`src/rtl/grb_stream_decoder.sv`:
```
// grb_stream_decoder: receive-side decoder for the single-wire GRB LED protocol.
// Measures high/low run lengths of the synchronised line, rebuilds 24-bit
// {G,R,B} words MSB first, recognises the latch gap that ends a frame and
// flags stuck-high lines and partial words.
// Optional build macro: GRB_GLITCH_FILTER_EN adds a 2-sample majority filter
// after the synchroniser (single-cycle glitches ignored, +1 clk latency).
module grb_stream_decoder #(
  parameter int T_THRESH  = 60,
  parameter int T_MAXHIGH = 150,
  parameter int T_LATCH   = 5000,
  parameter int CW        = 13
) (
  input  logic        clk,
  input  logic        reset,
  input  logic        din,
  output logic [23:0] grb,
  output logic        grbValid,
  output logic        frameDone,
  output logic [7:0]  ledCount,
  output logic        bitErr,
  output logic        busy
);

  localparam logic [CW-1:0] C_THRESH  = CW'(T_THRESH);
  localparam logic [CW-1:0] C_MAXHIGH = CW'(T_MAXHIGH);
  localparam logic [CW-1:0] C_LATCH   = CW'(T_LATCH);
  localparam logic [CW-1:0] C_ONE     = CW'(1);

  typedef enum logic [1:0] {SSYNC, SIDLE, SHIGH, SLOW} state_t;

  logic          r_sync1, r_sync2;
  logic          w_ds;
  state_t        r_state, w_state;
  logic [CW-1:0] r_hcnt, w_hcnt;
  logic [CW-1:0] r_lcnt, w_lcnt;
  logic [23:0]   r_sreg, w_sreg;
  logic [4:0]    r_bitcnt, w_bitcnt;
  logic [7:0]    r_wcnt, w_wcnt;
  logic [23:0]   r_grb, w_grb;
  logic [7:0]    r_led_count, w_led_count;
  logic          r_grb_valid, w_grb_valid;
  logic          r_frame_done, w_frame_done;
  logic          r_bit_err, w_bit_err;
  logic [23:0]   w_new_word;

  // Two-flop synchroniser for the asynchronous serial line.
  always_ff @(posedge clk or negedge reset) begin
    if (!reset) begin
      r_sync1 <= 1'b0;
      r_sync2 <= 1'b0;
    end else begin
      // NOTE: non-blocking assignments make both flops sample the old values,
      // so this really is two stages rather than a single wire.
      r_sync1 <= din;
      r_sync2 <= r_sync1;
    end
  end

`ifdef GRB_GLITCH_FILTER_EN
  logic r_sync3, r_ds_hold;

  // ds follows the synchroniser only after two equal consecutive samples.
  assign w_ds = (r_sync2 == r_sync3) ? r_sync2 : r_ds_hold;

  // Previous synchroniser sample and the held filter output.
  always_ff @(posedge clk or negedge reset) begin
    if (!reset) begin
      r_sync3   <= 1'b0;
      r_ds_hold <= 1'b0;
    end else begin
      r_sync3   <= r_sync2;
      r_ds_hold <= w_ds;
    end
  end
`else
  assign w_ds = r_sync2;
`endif

  // Word formed by shifting the bit decoded from the current high run.
  assign w_new_word = {r_sreg[22:0], (r_hcnt >= C_THRESH)};

  // Next-state and next-output logic for the pulse-width decoder.
  always_comb begin
    // NOTE: every target gets a default first; a path that leaves one
    // unassigned would otherwise infer a latch.
    w_state      = r_state;
    w_hcnt       = r_hcnt;
    w_lcnt       = r_lcnt;
    w_sreg       = r_sreg;
    w_bitcnt     = r_bitcnt;
    w_wcnt       = r_wcnt;
    w_grb        = r_grb;
    w_led_count  = r_led_count;
    w_grb_valid  = 1'b0;
    w_frame_done = 1'b0;
    w_bit_err    = 1'b0;
    unique case (r_state)
      SSYNC: begin
        // Wait for a full latch gap so decoding never starts mid-frame.
        if (w_ds) begin
          w_lcnt = '0;
        end else if (r_lcnt >= C_LATCH - C_ONE) begin
          w_lcnt  = C_LATCH;
          w_state = SIDLE;
        end else begin
          w_lcnt = r_lcnt + C_ONE;
        end
      end
      SIDLE: begin
        if (w_ds) begin
          w_hcnt  = C_ONE;
          w_state = SHIGH;
        end
      end
      SHIGH: begin
        if (w_ds) begin
          if (r_hcnt >= C_MAXHIGH - C_ONE) begin
            // Line stuck high: drop the frame and resynchronise.
            w_hcnt    = C_MAXHIGH;
            w_bit_err = 1'b1;
            w_bitcnt  = '0;
            w_wcnt    = '0;
            w_lcnt    = '0;
            w_state   = SSYNC;
          end else begin
            w_hcnt = r_hcnt + C_ONE;
          end
        end else begin
          w_sreg  = w_new_word;
          w_lcnt  = C_ONE;
          w_state = SLOW;
          if (r_bitcnt == 5'd23) begin
            w_grb       = w_new_word;
            w_grb_valid = 1'b1;
            w_bitcnt    = '0;
            w_wcnt      = (r_wcnt == 8'hFF) ? r_wcnt : r_wcnt + 8'd1;
          end else begin
            w_bitcnt = r_bitcnt + 5'd1;
          end
        end
      end
      SLOW: begin
        if (w_ds) begin
          w_hcnt  = C_ONE;
          w_state = SHIGH;
        end else if (r_lcnt >= C_LATCH - C_ONE) begin
          w_lcnt       = C_LATCH;
          w_frame_done = 1'b1;
          w_led_count  = r_wcnt;
          w_wcnt       = '0;
          w_state      = SIDLE;
          if (r_bitcnt != 5'd0) begin
            w_bit_err = 1'b1;
            w_bitcnt  = '0;
          end
        end else begin
          w_lcnt = r_lcnt + C_ONE;
        end
      end
      default: w_state = SSYNC;
    endcase
  end

  // State, counter and output registers.
  always_ff @(posedge clk or negedge reset) begin
    if (!reset) begin
      r_state      <= SSYNC;
      r_hcnt       <= '0;
      r_lcnt       <= '0;
      r_sreg       <= '0;
      r_bitcnt     <= '0;
      r_wcnt       <= '0;
      r_grb        <= '0;
      r_led_count  <= '0;
      r_grb_valid  <= 1'b0;
      r_frame_done <= 1'b0;
      r_bit_err    <= 1'b0;
    end else begin
      r_state      <= w_state;
      r_hcnt       <= w_hcnt;
      r_lcnt       <= w_lcnt;
      r_sreg       <= w_sreg;
      r_bitcnt     <= w_bitcnt;
      r_wcnt       <= w_wcnt;
      r_grb        <= w_grb;
      r_led_count  <= w_led_count;
      r_grb_valid  <= w_grb_valid;
      r_frame_done <= w_frame_done;
      r_bit_err    <= w_bit_err;
    end
  end

  assign grb       = r_grb;
  assign grbValid  = r_grb_valid;
  assign frameDone = r_frame_done;
  assign ledCount  = r_led_count;
  assign bitErr    = r_bit_err;
  assign busy      = (r_state == SHIGH) || (r_state == SLOW);

endmodule

```
`config.mk`:
```
export PLATFORM = sky130hd
export DESIGN_NAME = grb_stream_decoder
export DESIGN_NICKNAME = d
export VERILOG_FILES = /design/src/rtl/grb_stream_decoder.sv
export SDC_FILE = /design/constraint.sdc
export NUM_CORES = 1
export LEC_CHECK = 0
export BUFFER_PORTS_ARGS = -buffer_cell sky130_fd_sc_hd__buf_2
export CAP_MARGIN = 20
export CELL_PAD_IN_SITES_DETAIL_PLACEMENT = 2
export CELL_PAD_IN_SITES_GLOBAL_PLACEMENT = 2
export CORE_MARGIN = 10
export CORE_UTILIZATION = 43
export DETAILED_ROUTE_END_ITERATION = 10
export PLACE_DENSITY_LB_ADDON = 0.1
export SYNTH_ARGS = -nofsm -noshare
export SYNTH_HDL_FRONTEND = slang
export SYNTH_SLANG_ARGS = --single-unit
```
`constraint.sdc`:
```
create_clock -name clk -period 3.55 [get_ports clk]
set_input_delay 0.355 -clock clk [delete_from_list [all_inputs] [get_ports clk]]
set_output_delay 0.355 -clock clk [all_outputs]
set_load 0.02 [all_outputs]
```
# Word-level counts from Yosys, hierarchy flattened
# Cells that the tools add are included.
[word_totals]
latchBits = 0
output_inout_bits = 36
mem_count = 0
romBits = 0
elab_cells = 94
regBits = 101
ramBits = 0
[op_classes]
bitwise = 1
n_reduce_logical = 15
muxes = 43
eq_ne = 15
n_addsub = 4
n_lt_le_gt_ge = 3
n_mul = 0
div = 0
n_shift = 0
[op_table]
columns = ["operator", "count"]
rows = [
  ["13-bit two-way mux", 8],
  ["8-bit two-way mux", 6],
  ["13-bit case mux with 3 select lines", 1],
  ["5-bit two-way mux", 6],
  ["13-bit by 1-bit adder with 13-bit output (second input constant)", 2],
  ["13-bit case mux with 2 select lines", 1],
  ["8-bit case mux with 2 select lines", 1],
  ["3-bit AND reduction", 5],
  ["13-bit >= comparator (second input constant)", 1],
  ["13-bit by 6-bit >= comparator with 1-bit output (second input constant)", 1],
  ["13-bit by 8-bit >= comparator with 1-bit output (second input constant)", 1],
  ["2-bit two-way mux", 6],
  ["2-bit inequality test (second input constant)", 6],
  ["1-bit two-way mux", 11],
  ["5-bit case mux with 2 select lines", 1],
  ["3-bit inequality test (second input constant)", 3],
  ["8-bit by 1-bit adder with 8-bit output (second input constant)", 1],
  ["8-bit equality test (second input constant)", 1],
  ["2-bit case mux with 4 select lines", 1],
  ["6-bit AND reduction", 1],
  ["5-bit by 1-bit adder with 5-bit output (second input constant)", 1],
  ["5-bit equality test (second input constant)", 1],
  ["5-bit AND reduction", 1],
  ["5-bit nonzero test", 1],
  ["11 further kinds", 13],
]

# Depth between registers and ports, before layout
# Gate-level depths: netlist (run 1).
[logic_depth]
ltp_word = 5
mapped_depth = 8
ltp_nobuf = 7

# Worst setup path after synthesis (run 1)
# OpenSTA, ideal clock, no wires.
[synth_path]
path_kind = "flip-flop to flip-flop"
startpoint = "reg r_hcnt[3]"
endpoint = "reg r_lcnt[11]"
arrival_ns = 1.791
path_stages_with_launch = 7
required_time_ns = 3.429
setup_ns = 0.121
setup_slack_ns = 1.638
path_cell_list = "dfrtp_1 > or4b_4 > o22ai_4 > nor4_2 > buf_6 > a211o_1 > a22o_1"
[synth_via]
elab_chain_cells = 3
[synth_rtl]
columns = ["item", "line_no", "text"]
rows = [
  ["from (decl)", "34", "logic [CW-1:0] r_hcnt, w_hcnt;"],
  ["from (signal assigned)", "180", "r_hcnt <= w_hcnt;"],
  ["13-bit by 8-bit >= comparator with 1-bit output", "117", "if (r_hcnt >= C_MAXHIGH - C_ONE) begin"],
  ["3-bit inequality test (no line)", "--", ""],
  ["3-bit AND reduction (no line)", "--", ""],
  ["to (signal assigned)", "181", "r_lcnt <= w_lcnt;"],
  ["to (decl)", "35", "logic [CW-1:0] r_lcnt, w_lcnt;"],
]
# Every way passes these cells.
# A chain may end at the register's enable or synchronous reset.

# Final worst setup path (run 1)
[layout_path]
startpoint = "reg r_state[1]"
endpoint = "reg r_wcnt[5]"
[layout_via]
elab_chain_cells = 3
elab_cells_between_ends = 10
classes_between = "eq/ne: 7; mux: 1; reduce/logical: 2"
[layout_rtl]
columns = ["item", "line_no", "text"]
rows = [
  ["from (decl)", "33", "state_t r_state, w_state;"],
  ["from (signal assigned)", "179", "r_state <= w_state;"],
  ["2-bit equality test", "97", "unique case (r_state)"],
  ["3-bit inequality test (no line) (tied with other cells)", "--", ""],
  ["6-bit AND reduction (no line)", "--", ""],
  ["to (signal assigned)", "184", "r_wcnt <= w_wcnt;"],
  ["to (decl)", "38", "logic [7:0] r_wcnt, w_wcnt;"],
]
# Parallel ways exist; a longest one is shown, timed or not.

==> reports/metrics.csv, run 1 <==
stage;metric;value;unit
run_status;outcome;finished clean;
placed_design;routability cong.;0.815;
power_and_ir_drop;leakage;2.56;nW
timing;Worst Skew;0.0149;ns
worst_setup_path;Reg2Reg Setup Slack;0.86;ns
clocking;worst-case clock buffer depth;2;
placed_design;dpl ws;0.888;ns
synthesis;sequential share of the synthesized area;0.546;
synthesis;number of synthesized flops with an enable pin;0;
timing;final slew viol count;0;
synthesis;Most used DFF post-synth;dfrtp_1;
worst_setup_path;crit path kind;register to register;
clocking;CTS root buf;clkbuf_8;
placed_design;IO buf count;38;
min_path;Worst Hold Class;input pin to asynchronous set/reset pin;
routing;remaining antenna violation count;0;
final_layout;commonest non-fill, non-tap cells in the layout;dfrtp_1, mux2_2, buf_2;
timing;Max Clk Rate;372;MHz
worst_setup_path;crit-path max FO;29;
power_and_ir_drop;power density cells;371;nW/µm²
synthesis;Syn Area/Cell;11.4;µm²
synthesis;Synth cell types;58;
routing;drt wl/cell;21.4;µm
power_and_ir_drop;IR drop worst, VDD;294;µV
timing;final worst path period need;2.69;ns
worst_setup_path;Worst setup EP type;register;
clocking;TritonCTS clock tree;done;
die;total die area;15300;µm²
timing;final setup fails;0;
routing;Pre-Repair DR Iteration Count;4;
synthesis;register bit total from synthesis;101;
run;Max Cap Viol;0;
timing;Tightest Pin Transition;0.916;ns
routing;Iter 0 DRT Violations;173;
routing;DRT Wirelength;12500;µm
global_route;GRT Residual Overflow;0;
placed_design;DP Wirelength;8890;µm
power_and_ir_drop;total power;0.00191;W
clocking;clk slew on worst S/H paths;0.10;ns
synthesis;net count after synthesis;416;
worst_setup_path;Worst EP required;3.85;ns
timing;RSZ-0062 raised after global routing;false;
synthesis;Cells after Synth;406;
final_layout;fillcell total;1058;
clocking;setup bufs post-CTS;0;
global_route;initial antenna violation count;0;
worst_setup_path;critical path data arrival time;2.99;ns
timing;setup ws final;0.860;ns
clocking;Sink Count;101;
routing;# DRC;0;
die;die width;124;µm
final_layout;Final Core Density;0.496;
global_route;Overall Global Routing Usage;0.173;
clocking;# hold bufs at CTS;0;
die;num ports;39;
global_route;vias in the first global route;3899;
synthesis;yosys synthesis warning count;0;
clocking;CTS Buf Count;9;
die;Initial Util;0.445;
global_route;first-pass GRT wire length;20800;µm
timing;Final Hold Fails;0;
worst_setup_path;startpoint types;register;
timing;Final period util;0.758;
final_layout;Syn-to-layout area delta;11.5;%
global_route;pin count of the biggest net entering global routing;65;
clocking;clk_lat worst skew;0.38;ns
timing;setup TNS;0;ns
die;die height;124;µm
timing;Rel. slew slack;0.389;
final_layout;Final nets;455;
final_layout;# diodes;0;
final_layout;layout cells sized above 1;0.281;
synthesis;fraction of registers with async set or reset after synthesis;1.00;
die;Core Region;10400;µm²
clocking;post-cts repair resize count;0;
final_layout;most common cell after layout, fill and taps aside;dfrtp_1;
routing;vias post-DR;3401;
clocking;H-tree levels;3;
routing;post-DR vias/cell;5.81;
synthesis;Mapped Area;4630;µm²
die;# rows;37;
-- worst max-delay path, cell delays in order (launching register included) --
cell and delay (ns):
dfrtp_1 0.84, nand2b_1 0.39, nor3_2 0.28, buf_4 0.38, nor2b_1 0.41, a21oi_1 0.14
a21oi_1 0.15
-- per-layer routing --
metal  up-vias  part of all wire  GRT usage  wire, µm
li1       1568                 -          -         -
met1      1784              0.44      0.213      5440
met2        40              0.52      0.298      6560
met3         9             0.032     0.0452       402
met4         0            0.0078     0.0349        97
met5         -                 0          0         0
-- final cells by class --
cell class | instances | area, µm² | share of cell area
sequential | 101 | 2530 | 0.489
timing repair buffer | 46 | 253 | 0.0489
clock buffer | 12 | 155 | 0.0300
clock inverter | 3 | 28.8 | 0.00557
tap | 136 | 170 | 0.0330
multi-input combinational | 276 | 1990 | 0.385
inverter | 11 | 41.3 | 0.00800
-- sequential cells by signal, summed over array words and instances, names as in the netlist, 2 cells and up --
signal and flops:
r_state 2, r_hcnt 13, grb 24, ledCount 8
r_wcnt 8, r_lcnt 13, r_bitcnt 5, r_sreg 23
-- where the power goes --
part / switching, W / internal [W] / total, W
registers: 0.00000871 / 0.00115 / 0.00116
clock network: 0.000406 / 0.000299 / 0.000705
logic: 0.0000360 / 0.0000109 / 0.0000468
total: 0.000451 / 0.00146 / 0.00191
-- logic make-up (layout without fill, tap and decap cells) --
kind of cell / after synthesis / in the layout / synth area share
flops: 101 / 101 / 0.546
mux: 53 / 53 / 0.129
buf+inv: 29 / 72 / 0.0265
fa+ha+maj: 7 / 7 / 0.0189
compound gates: 89 / 89 / 0.134
simple gates: 127 / 127 / 0.146
-- worst paths after layout --
kind / startpoint / endpoint / cells after the start
max: r_state[1] / r_wcnt[5] / 6
min: reset / r_hcnt[10] / 1
max reg2reg: r_state[1] / r_wcnt[5] / 6
min reg2reg: r_sync1 / r_sync2 / 0
max in group asynchronous: reset / grb[10] / 2
min in group clk: din / r_sync1 / 1
-- through the flow --
stage | hold WS (ns) | instance area, µm² | instances
floorplan | 0.0594 | 4630 | 406
global placement | 0.342 | 4980 | 570
detailed placement | 0.345 | 4980 | 570
CTS | 0.0621 | 5160 | 585
global route | 0.0535 | 5160 | 585
finish | 0.0534 | 5160 | 585
-- cell usage after synthesis (all sizes together), types with 6 or more instances --
cell type    n  share of area
clkbuf      10         0.0081
ha           7          0.019
mux2        53           0.13
nor4         7          0.011
nand2b       7         0.0095
and3         8          0.011
a21oi       23          0.025
and2         6         0.0081
nand3       15          0.016
inv         11         0.0089
o21ai       19          0.021
buf          8         0.0095
dfrtp      101           0.55
nor2        19          0.016
nand2       30          0.024
nor3        12          0.014
No activity file was read; power rests on OpenSTA's default activity.
==> run 2, diff against run 1 <==
- ABC_AREA: default -> 1
- CORE_UTILIZATION: 43 -> 32
- clock period: 3.55 -> 2.4 ns (I/O delays scaled with it)
==> run 2 against run 1 <==
Net effect:
- combinational power is 52% higher
- non-clock buffer count stayed put
- register-to-register slack worse by 0.53 ns
- sequential share of layout area is 2.9 points lower
- hold slack better by 0.20 ns
- largest power group unchanged
- highest routed layer unchanged
==> reports/metrics.csv, run 2 <==
stage;metric;value;unit;change
run_status;outcome;finished clean;;
routing;remaining antenna violation count;0;;unchanged
final_layout;fillcell total;1706;;+61%
global_route;initial antenna violation count;0;;unchanged
clocking;CTS Buf Count;9;;unchanged
routing;DRT Wirelength;13000;µm;+3.6%
worst_setup_path;CP Cell Sequence;inv_1, ha_1, nand2_1, nor2_1, nand2_1, nand3_1, nor2_4, nand2_4, nand2_2, nor2_1, nand2_1, nand2_1;;
synthesis;Synth area leaders;dfrtp_1, nand2_1, inv_1;;
synthesis;Syn Area/Cell;8.19;µm²;-28%
power_and_ir_drop;power density cells;585;nW/µm²;+58%
routing;# DRC;0;;unchanged
timing;final worst path period need;2.07;ns;-0.619 ns
final_layout;most common cell after layout, fill and taps aside;nand2_1;;
worst_setup_path;startpoint types;register;;
global_route;first-pass GRT wire length;22400;µm;+7.8%
timing;Final Hold Fails;0;;unchanged
synthesis;Cells after Synth;587;;+45%
die;# rows;44;;+19%
worst_setup_path;Worst setup EP type;register;;
synthesis;count leader, synth;nand2_1;;
clocking;clk slew on worst S/H paths;0.08;ns;-0.02 ns
synthesis;fraction of registers with async set or reset after synthesis;1.00;;unchanged
final_layout;Syn-to-layout area delta;14.3;%;
final_layout;register area;2530;µm²;unchanged
worst_setup_path;Critical-path top delay cell;dfrtp_1;;
clocking;worst-case clock buffer depth;2;;unchanged
timing;final setup fails;0;;unchanged
placed_design;DP Wirelength;9500;µm;+6.8%
clocking;TritonCTS clock tree;done;;
synthesis;yosys synthesis warning count;0;;unchanged
worst_setup_path;crit-path max FO;17;;-41%
worst_setup_path;critical path data arrival time;2.37;ns;-0.62 ns
final_layout;# diodes;0;;unchanged
timing;Worst Skew;0.0113;ns;-0.00364 ns
routing;vias post-DR;3968;;+17%
timing;Final period util;0.863;;+0.105
final_layout;Final nets;638;;+40%
timing;Max Clk Rate;483;MHz;+30%
final_layout;Largest register FFs;24;;unchanged
worst_setup_path;max incr delay on CP;0.41;ns;-0.43 ns
global_route;GRT Residual Overflow;0;;unchanged
global_route;Overall Global Routing Usage;0.135;;-0.0376
die;num ports;39;;unchanged
synthesis;Synth cell types;34;;-41%
timing;Tightest Pin Transition;0.779;ns;-0.137 ns
min_path;Worst Hold Class;input pin to asynchronous set/reset pin;;
synthesis;Synth top area share;0.526;;-0.0199
global_route;vias in the first global route;4383;;+12%
final_layout;Multi-input gate area;1890;µm²;-5.0%
power_and_ir_drop;leakage;2.66;nW;+4.1%
power_and_ir_drop;IR drop worst, VDD;271;µV;-7.7%
clocking;post-cts repair resize count;0;;unchanged
run;Max Cap Viol;0;;unchanged
synthesis;sequential share of the synthesized area;0.526;;-0.0199
final_layout;commonest non-fill, non-tap cells in the layout;nand2_1, dfrtp_1, inv_1;;
synthesis;register bit total from synthesis;101;;unchanged
timing;RSZ-0062 raised after global routing;false;;
die;die width;143;µm;+15%
synthesis;Most used DFF post-synth;dfrtp_1;;
timing;Rel. slew slack;0.480;;+0.0906
clocking;clk_lat worst skew;0.35;ns;-0.03 ns
synthesis;Synth area leader;dfrtp_1;;
placed_design;IO buf count;38;;unchanged
timing;final slew viol count;0;;unchanged
die;Core Region;14600;µm²;+41%
timing;setup TNS;0;ns;unchanged
die;die height;143;µm;+15%
clocking;CTS root buf;clkbuf_16;;
synthesis;Mapped Area;4810;µm²;+3.8%
clocking;Sink Count;101;;unchanged
power_and_ir_drop;total power;0.00321;W;+68%
synthesis;most instantiated cells after synthesis;nand2_1, dfrtp_1, inv_1;;
routing;Iter 0 DRT Violations;218;;+26%
synthesis;number of synthesized flops with an enable pin;0;;unchanged
clocking;H-tree levels;3;;unchanged
die;Initial Util;0.328;;-0.116
routing;drt wl/cell;15.9;µm;-26%
placed_design;routability cong.;0.812;;-0.41%
synthesis;net count after synthesis;597;;+44%
routing;Pre-Repair DR Iteration Count;4;;unchanged
die;total die area;20300;µm²;+33%
final_layout;layout cells sized above 1;0.138;;-0.143
worst_setup_path;crit-path most repeated cell;nand2_1;;
global_route;pin count of the biggest net entering global routing;72;;+11%
worst_setup_path;crit path kind;register to register;;
routing;post-DR vias/cell;4.86;;-16%
clocking;setup bufs post-CTS;0;;unchanged
worst_setup_path;Worst EP required;2.70;ns;-1.15 ns
## run 2: changes by cell type after synthesis, moves of 9 or more
cell / before / now
o21ai_0: 18 / 34
o21ai_1: 1 / 36
inv_1: 11 / 69
nand2_1: 30 / 174
inv_2: 0 / 9
a21oi_1: 23 / 6
nand3_1: 15 / 31
mux2_2: 53 / 0
nor2_1: 18 / 45
## run 2: worst max-delay path, delay by kind of cell, from the launching register on
kind	cells	cell delay [ns]
adder cells (fa/ha/maj)	1	0.17
flip-flops	1	0.41
buffers and inverters	1	0.10
AND/OR/NAND/NOR	10	1.34
## run 2: report_power, final
group | switching, W | internal [W]
Clock | 0.000689 | 0.000740
Sequential | 0.00000608 | 0.00171
Combinational | 0.0000553 | 0.0000157
Total | 0.000750 | 0.00246
## run 2: metal layers
layer	vias up	routed length [µm]	track usage
met2	30	6340	0.225
met1	1989	6110	0.171
met4	0	161	0.0489
li1	1939	-	-
met5	-	0	0
met3	10	346	0.0244
## run 2: timing repair
| action | in CTS | in global routing |
|---|---|---|
| setup endpoints to repair | 0 | 0 |
| hold buffers | 2 | 0 |
| endpoints found under the hold margin | 44 | 0 |
## run 2: layout make-up
| cell class | count | share of cell area |
|---|---|---|
| clock buffer | 10 | 0.0435 |
| clock inverter | 5 | 0.00775 |
| inverter | 78 | 0.0533 |
| multi-input combinational | 392 | 0.344 |
| sequential | 101 | 0.460 |
| tap | 184 | 0.0419 |
| timing repair buffer | 46 | 0.0492 |
## run 2: final timing paths
kind | startpoint | endpoint | slack [ns] | cells past startpoint
max reg2reg | r_hcnt[1] | r_lcnt[12] | 0.33 | 12
min reg2reg | r_sync1 | r_sync2 | 0.35 | 0
min | reset | r_hcnt[4] | 0.25 | 2
max in group asynchronous | reset | r_bitcnt[1] | 1.55 | 3
min in group clk | r_sync1 | r_sync2 | 0.35 | 0
max | r_hcnt[1] | r_lcnt[12] | 0.33 | 12
## run 2: kinds of logic (layout without fill, tap and decap cells)
family,count (synthesis),after routing,share of synthesized area
AOI/OAI and AO/OA,87,87,0.100
xor gates and xnor gates,8,8,0.0146
adders and majority gates,7,7,0.0182
buffers and inverters,94,139,0.0810
DFF,101,101,0.526
and+or+nand+nor,290,290,0.260
## run 2: stage by stage
step                hold slack, ns  setup slack [ns]  std cells  utilization  instance area [µm²]
finish                       0.253             0.329        816        0.375                 5490
global route                 0.274            0.0491        816        0.375                 5490
CTS                          0.251             0.264        816        0.375                 5490
detailed placement          0.0638             0.268        799        0.354                 5190
global placement            0.0659             0.297        799        0.354                 5190
floorplan                  -0.0556             0.799        587            -                 4810
==> run 3, diff against run 2 <==
- ABC_AREA: 1 -> default
- CORE_UTILIZATION: 32 -> 35
- clock period: 2.4 -> 1.8 ns (I/O delays scaled with it)
==> run 3 against run 2 <==
Net effect:
- the flow now finishes with violations (setup timing)
- routed wire length is 26% higher
- critical path depth is 6 lower
- sequential power is 34% higher
- clock power is 46% higher
- hold slack better by 0.11 ns
- critical path type unchanged
- largest power group unchanged
==> reports/metrics.csv, run 3 (synthesized netlist as in run 1, its figures left out) <==
stage;metric;value;unit;change
timing;Rel. slew slack;0.622;;+0.143
worst_setup_path;Crit. Startpoint;r_hcnt[3];;
final_layout;fillcell total;1242;;-27%
global_route;Overall Global Routing Usage;0.173;;+0.0375
timing;RSZ-0062 raised after global routing;true;;
die;Core Region;12800;µm²;-13%
worst_setup_path;Worst EP required;2.05;ns;-0.65 ns
run;Max Cap Viol;0;;unchanged
worst_setup_path;startpoint types;register;;
final_layout;most common cell after layout, fill and taps aside;dfrtp_1;;
clocking;clk slew on worst S/H paths;0.08;ns;about the same
die;# rows;41;;-6.8%
die;die width;135;µm;-5.3%
routing;post-DR vias/cell;5.41;;+11%
power_and_ir_drop;Gate power share;0.037;;+0.015
power_and_ir_drop;part of the power in registers;0.503;;-0.030
run_status;outcome;finished, violations left;;
timing;Worst Skew;0.0129;ns;+0.00161 ns
worst_setup_path;RR Startpoint;r_hcnt[3];;
worst_setup_path;Worst setup EP type;register;;
timing;final slew viol count;0;;unchanged
die;Initial Util;0.363;;+0.0343
timing;setup TNS;-4.25;ns;-4.25 ns
die;die height;135;µm;-5.3%
clocking;worst-case clock buffer depth;2;;unchanged
worst_setup_path;Critical R2R Capture;r_lcnt[11];;
global_route;vias in the first global route;4405;;+0.50%
timing;final worst path period need;1.95;ns;-0.121 ns
routing;Pre-Repair DR Iteration Count;4;;unchanged
placed_design;DP Wirelength;9680;µm;+1.9%
worst_setup_path;critical path data arrival time;2.20;ns;-0.17 ns
clocking;TritonCTS clock tree;done;;
placed_design;placed insts;679;;-15%
power_and_ir_drop;power share of the clock group;0.460;;+0.015
final_layout;# diodes;0;;unchanged
timing;Final Hold Fails;0;;unchanged
routing;drt wl/cell;22.6;µm;+42%
min_path;Worst Hold Class;input pin to asynchronous set/reset pin;;
clocking;CTS Buf Count;9;;unchanged
routing;DRT Wirelength;16400;µm;+26%
power_and_ir_drop;leakage;3.33;nW;+25%
placed_design;routability cong.;0.851;;+4.8%
routing;vias post-DR;3919;;-1.2%
placed_design;placed cell area;5640;µm²;+8.7%
final_layout;Final nets;558;;-13%
power_and_ir_drop;IR drop worst, VDD;613;µV;+130%
die;total die area;18200;µm²;-10%
clocking;clk_lat worst skew;0.36;ns;about the same
die;num ports;39;;unchanged
worst_setup_path;crit path kind;register to register;;
clocking;CTS root buf;clkbuf_16;;
timing;final setup fails;54;;+54
power_and_ir_drop;switching part of the total power;0.234;;about the same
power_and_ir_drop;P_sw;0.00106;W;+42%
worst_setup_path;worst-case reg-to-reg path depth;6;;-6
final_layout;layout cells sized above 1;0.526;;+0.389
timing;setup ws final;-0.149;ns;-0.479 ns
global_route;first-pass GRT wire length;25000;µm;+12%
final_layout;Largest register FFs;24;;unchanged
power_and_ir_drop;power density cells;670;nW/µm²;+15%
run_status;failing checks;setup timing;;
timing;Max Clk Rate;513;MHz;+6.2%
power_and_ir_drop;Pint;0.00348;W;+41%
clocking;Sink Count;101;;unchanged
routing;# DRC;0;;unchanged
final_layout;post-route cell area;6780;µm²;+23%
placed_design;IO buf count;38;;unchanged
global_route;initial antenna violation count;0;;unchanged
final_layout;Layout Cells excl Fill;725;;-11%
worst_setup_path;Reg2Reg Setup Slack;-0.15;ns;-0.48 ns
timing;Tightest Pin Transition;0.566;ns;-0.213 ns
clocking;H-tree levels;3;;unchanged
routing;Iter 0 DRT Violations;188;;-14%
worst_setup_path;crit-path max FO;7;;-10
routing;remaining antenna violation count;0;;unchanged
final_layout;Syn-to-layout area delta;46.4;%;
global_route;GRT Residual Overflow;0;;unchanged
global_route;pin count of the biggest net entering global routing;39;;-46%
final_layout;commonest non-fill, non-tap cells in the layout;dfrtp_1, buf_4, buf_2;;
timing;Final period util;1.08;;+0.220
[run 3: worst max path at each step]
stage	endpoint	depth (start not counted)	slack, ns
floorplan	r_lcnt[11]	6	-0.08
global placement	r_lcnt[1]	6	-0.14
detailed placement	r_hcnt[1]	9	-0.19
CTS	r_lcnt[11]	6	-0.14
global route	grb[8]	7	-0.22
finish	r_lcnt[11]	6	-0.15
[run 3: metal layers]
metal / track usage / share of wire / vias up
met4: 0.0736 / 0.019 / 0
met5: 0 / 0 / -
met1: 0.204 / 0.42 / 2071
li1: - / - / 1775
met2: 0.300 / 0.54 / 54
met3: 0.0304 / 0.023 / 19
[run 3: stage by stage]
| step | hold WS, ns | power [W] | setup slack [ns] | utilization |
|---|---|---|---|---|
| after floorplan | -0.116 | 0.00236 | -0.0796 | - |
| after global placement | 0.212 | 0.00246 | -0.140 | 0.442 |
| after detailed placement | 0.219 | 0.00246 | -0.186 | 0.442 |
| after CTS | 0.368 | 0.00456 | -0.144 | 0.497 |
| after global routing | 0.383 | 0.00472 | -0.222 | 0.531 |
| final | 0.363 | 0.00455 | -0.149 | 0.531 |
[run 3: layout make-up]
type | instances | area [µm²] | share of cell area
clock buffer | 10 | 239 | 0.0352
multi-input combinational | 276 | 2460 | 0.364
clock inverter | 6 | 78.8 | 0.0116
sequential | 101 | 2530 | 0.374
timing repair buffer | 149 | 1210 | 0.178
tap | 172 | 215 | 0.0317
inverter | 11 | 43.8 | 0.00646
[run 3: critical path, cell delays in order (launching register included)]
cell and delay (ns):
dfrtp_1 0.39, or4b_4 0.56, o22ai_4 0.16, nor4_2 0.06
buf_4 0.19, a211o_1 0.27, a22o_1 0.22
[run 3: timing repair]
item / CTS / global route
pin swaps: 10 / 29
buffers inserted: 14 / 12
endpoints found under the setup margin: 64 / 93
hold buffers: 2 / 0
cloned: 2 / 1
endpoints found under the hold margin: 37 / 0
gates resized for setup: 58 / 78
[run 3: power by group through the flow]
stage               Combinational [W]  Clock [W]  Sequential, W
floorplan                   0.0000387          0        0.00233
global placement             0.000134          0        0.00233
detailed placement           0.000136          0        0.00233
global route                 0.000185    0.00224        0.00229
CTS                          0.000147    0.00213        0.00228
finish                       0.000166    0.00209        0.00229
